===== config.mk =====
export PLATFORM = sky130hd
export DESIGN_NAME = ex15_consensus
export DESIGN_NICKNAME = d
export VERILOG_FILES = /design/src/rtl/ex15_consensus.sv
export SDC_FILE = /design/constraint.sdc
export NUM_CORES = 1
export LEC_CHECK = 0
export ABC_AREA = 1
export ABC_CLOCK_PERIOD_IN_PS = 1900
export CORE_UTILIZATION = 46
export CTS_BUF_LIST = sky130_fd_sc_hd__clkbuf_2
export CTS_CLUSTER_DIAMETER = 60
export CTS_CLUSTER_SIZE = 40
export DETAILED_ROUTE_END_ITERATION = 8
export PLACE_DENSITY = 0.8
export REMOVE_ABC_BUFFERS = 1
export SYNTH_ARGS = -nofsm -noshare
export SYNTH_HDL_FRONTEND = slang
export SYNTH_SLANG_ARGS = --single-unit

===== constraint.sdc =====
create_clock -name clk -period 1.9 [get_ports clk]
set_clock_uncertainty 0.2 [all_clocks]
set_input_delay 0.475 -clock clk [delete_from_list [all_inputs] [get_ports clk]]
set_output_delay 0.475 -clock clk [all_outputs]
set_load 0.02 [all_outputs]

===== src/rtl/ex15_consensus.sv =====
// Consensus-theorem block: F = A·B | ~A·C, with a registered copy, an F-high
// cycle counter and a sticky flag comparing against the three-term form.
module ex15_consensus #(
    parameter int CNT_W = 8
) (
    input  logic             clk,
    input  logic             rst_n,
    input  logic             A,
    input  logic             B,
    input  logic             C,
    input  logic             en,
    input  logic             clr,
    output logic             F,
    output logic [2:0]       terms,
    output logic             F_q,
    output logic [CNT_W-1:0] hit_cnt,
    output logic             cons_err
);

    logic             f_full;
    logic             fq_q, fq_d;
    logic [CNT_W-1:0] cnt_q, cnt_d;
    logic             err_q, err_d;

    assign terms  = {A & B, ~A & C, B & C};
    assign F      = terms[2] | terms[1];
    // B·C is redundant, so f_full must always equal F; err flags a broken gate
    assign f_full = terms[2] | terms[1] | terms[0];

    always_comb begin
        fq_d  = fq_q;
        cnt_d = cnt_q;
        err_d = err_q;
        if (en) fq_d = F;
        if (clr) begin
            cnt_d = '0;
            err_d = 1'b0;
        end else if (en) begin
            if (F && (cnt_q != {CNT_W{1'b1}})) cnt_d = cnt_q + CNT_W'(1);
            if (F != f_full) err_d = 1'b1;
        end
    end

    always_ff @(posedge clk or negedge rst_n) begin
        if (!rst_n) begin
            fq_q  <= 1'b0;
            cnt_q <= '0;
            err_q <= 1'b0;
        end else begin
            fq_q  <= fq_d;
            cnt_q <= cnt_d;
            err_q <= err_d;
        end
    end

    assign F_q      = fq_q;
    assign hit_cnt  = cnt_q;
    assign cons_err = err_q;

endmodule


==> metrics.cfg <==
[run_status]
outcome=finished, final reports clean

[setup_path]
crit_slowest_cell=dfrtp_1
crit_cells=1
path_class=flop to output port
crit_chain=dlygate4sd2_1
crit_buf_inv=1
crit_path_max_incr_delay_ns=0.48
worst_r2r_path_depth=7
worstPathArrival_ns=1.10
endpoint_kind=output port
regToRegSetupSlack_ns=0.25
start_kind=flop
cp_top_family=flip-flops
crit_path_max_fanout=5
cp_data_required_time_ns=1.22

[synthesis]
synth_top_area_share_pct=40.2
syn_area_sq_um=622
yosys.area.top_type=dfrtp_1
avgSynthCellArea_sq_um=7.15
yosys-top-cells-area=dfrtp_1 (40%), nand2_1 (19%), inv_1 (8.5%), nor2_4 (5.4%), nand3_1 (4.8%)
ys.flop_type=dfrtp_1
ys_types=18
synth_cells=87
yosys_warnings=0
ys_seq_area_share_pct=40.2
synthTopCellsByCount=nand2_1 (31), inv_1 (14), dfrtp_1 (10)
ys_ff_latch=10
synth-async-reset-ratio_pct=100
synth_enable_flop_cells=0
yosysMostFrequentCell=nand2_1

[pwr]
p_leak_uw=0.000575
p_per_area_nw_per_um2=474
total_power_uw=424
max-vdd-ir-drop_mv=0.369

[cells_and_area]
drive_above_1_share_pct=19.1
areaGrowthSynthToFinish_pct=43.7
layout.cells.non_filler=129
fin_util_pct=75.3
final_nets=124
n_fill_cell=94
diodes=0

[grt]
grt_pass1_wl_um=2520
antenna_found_initial=0
grt.total_usage_pct=25.5
grt_pass1_vias=583
overflow=0
grt_max_degree=11

[worst_hold_path]
min_path_type=flop to flop
hold_depth=2

[floorplanning]
core_area_sq_um=1190
ios=21
initial_core_util_pct=52.4
die_h_um=38.8
rows=12
die_w_um=38.8
dieArea_sq_um=1500

[run]
maxCapViolCount=0

[drt]
drt-met1-wl_um=639
vias=643
drt-total-wl_um=1530
met2_length_um=810
ant_nets=0
drtIter0Drc=12
post_drt_wl_per_cell_um=11.9
first_pass_iters=4
highest_layer=met4
viasPerCell=4.98
drc=0
wl_met3_um=71

[clock_network]
cts_buffer_depth=2
cts_tree=built
htree_levels=1
worstSkewPairLatency_ns=0.25
cts_hold_buf=0
post_cts_buffers=0
cts.sinks=10
clkTransAtPathRegs_ns=0.10
cts-root-buf=clkbuf_2
cts_made_buffers=3

[sta]
max_freq_mhz=564
timing.setup.tns_ns=0
worstMarginPinSlew_ns=0.449
finalCritPeriodShare_pct=93.4
finalMaxSlewViolations=0
finalHoldViolCount=0
whs_ns=0.297
setup_viol=0
rsz0062_at_grt=false
relSlewSlack_pct=69.9
period_needed_ns=1.77

[placement]
portBuffers=20
dp.cells=125
hpwl_um=1160
gp_congestion=0.788

[cell families after synthesis]
family                     after synthesis  synth area share [%]
DFF                                     10                  40.2
and+or+nand+nor                         56                  43.5
AOI/OAI and AO/OA                        2                  1.61
buffers and inverters                   16                  9.86
xor gates and xnor gates                 2                  2.82
adders and majority gates                1                  2.01
[layout by cell type, fill, tap and decap left out, drive strengths merged, types with 2 or more instances in the layout]
cell type      count
nand3              7
dlygate4sd2        9
inv               15
nand2             33
clkbuf             3
buf                8
nand4              4
clkdlybuf4s50      3
nor2              10
xor2               2
dlymetal6s2s       4
dfrtp             10
o21ai              2
clkinv             2
[power by group]
| part | leakage (uW) | switching [uW] | internal [uW] |
|---|---|---|---|
| Combinational | 0.000424 | 47.9 | 36.4 |
| Clock | 0.0000140 | 71.8 | 45.7 |
| Sequential | 0.000137 | 4.45 | 217 |
[metal layers]
| metal | GRT usage, % | vias to the layer above |
|---|---|---|
| met5 | 0 | - |
| met1 | 28.9 | 298 |
| met3 | 8.67 | 2 |
| met2 | 44.6 | 15 |
| met4 | 7.76 | 0 |
| li1 | - | 328 |
[sequential cells by signal, indices dropped and copies added, names as in the netlist]
name and count:
hit_cnt 8, F_q 1, cons_err 1
[per-stage QoR]
| step | cell area, sq um | worst slack [ns] |
|---|---|---|
| final | 893 | 0.126 |
| after floorplan | 622 | 0.326 |
| after detailed placement | 870 | -0.495 |
| after global routing | 893 | 0.0946 |
| after global placement | 870 | -0.460 |
| after CTS | 870 | -0.0276 |
[what timing repair did]
action                                  4_1_cts  5_1_grt
resized for setup                            29        9
cloned                                        0        0
pin swaps                                     0        0
endpoints found under the setup margin       12        7
[final timing paths]
| path | end | from |
|---|---|---|
| setup reg to reg | hit_cnt[0] | hit_cnt[0] |
| hold / removal | cons_err | cons_err |
| max in group asynchronous | hit_cnt[4] | rst_n |
| min in group asynchronous | hit_cnt[3] | rst_n |
| hold reg to reg | cons_err | cons_err |
| setup / recovery | hit_cnt[2] | hit_cnt[2] |
[cell type report]
cell class	instances	area [sq um]	share of cell area [%]
Sequential cell	10	250	28.0
Inverter	16	61.3	6.86
Multi-Input combinational cell	61	315	35.3
Timing Repair Buffer	24	230	25.8
Clock buffer	3	15.0	1.68
Clock inverter	1	3.75	0.420
Tap cell	14	17.5	1.96
No activity file was read; power rests on OpenSTA's default activity.
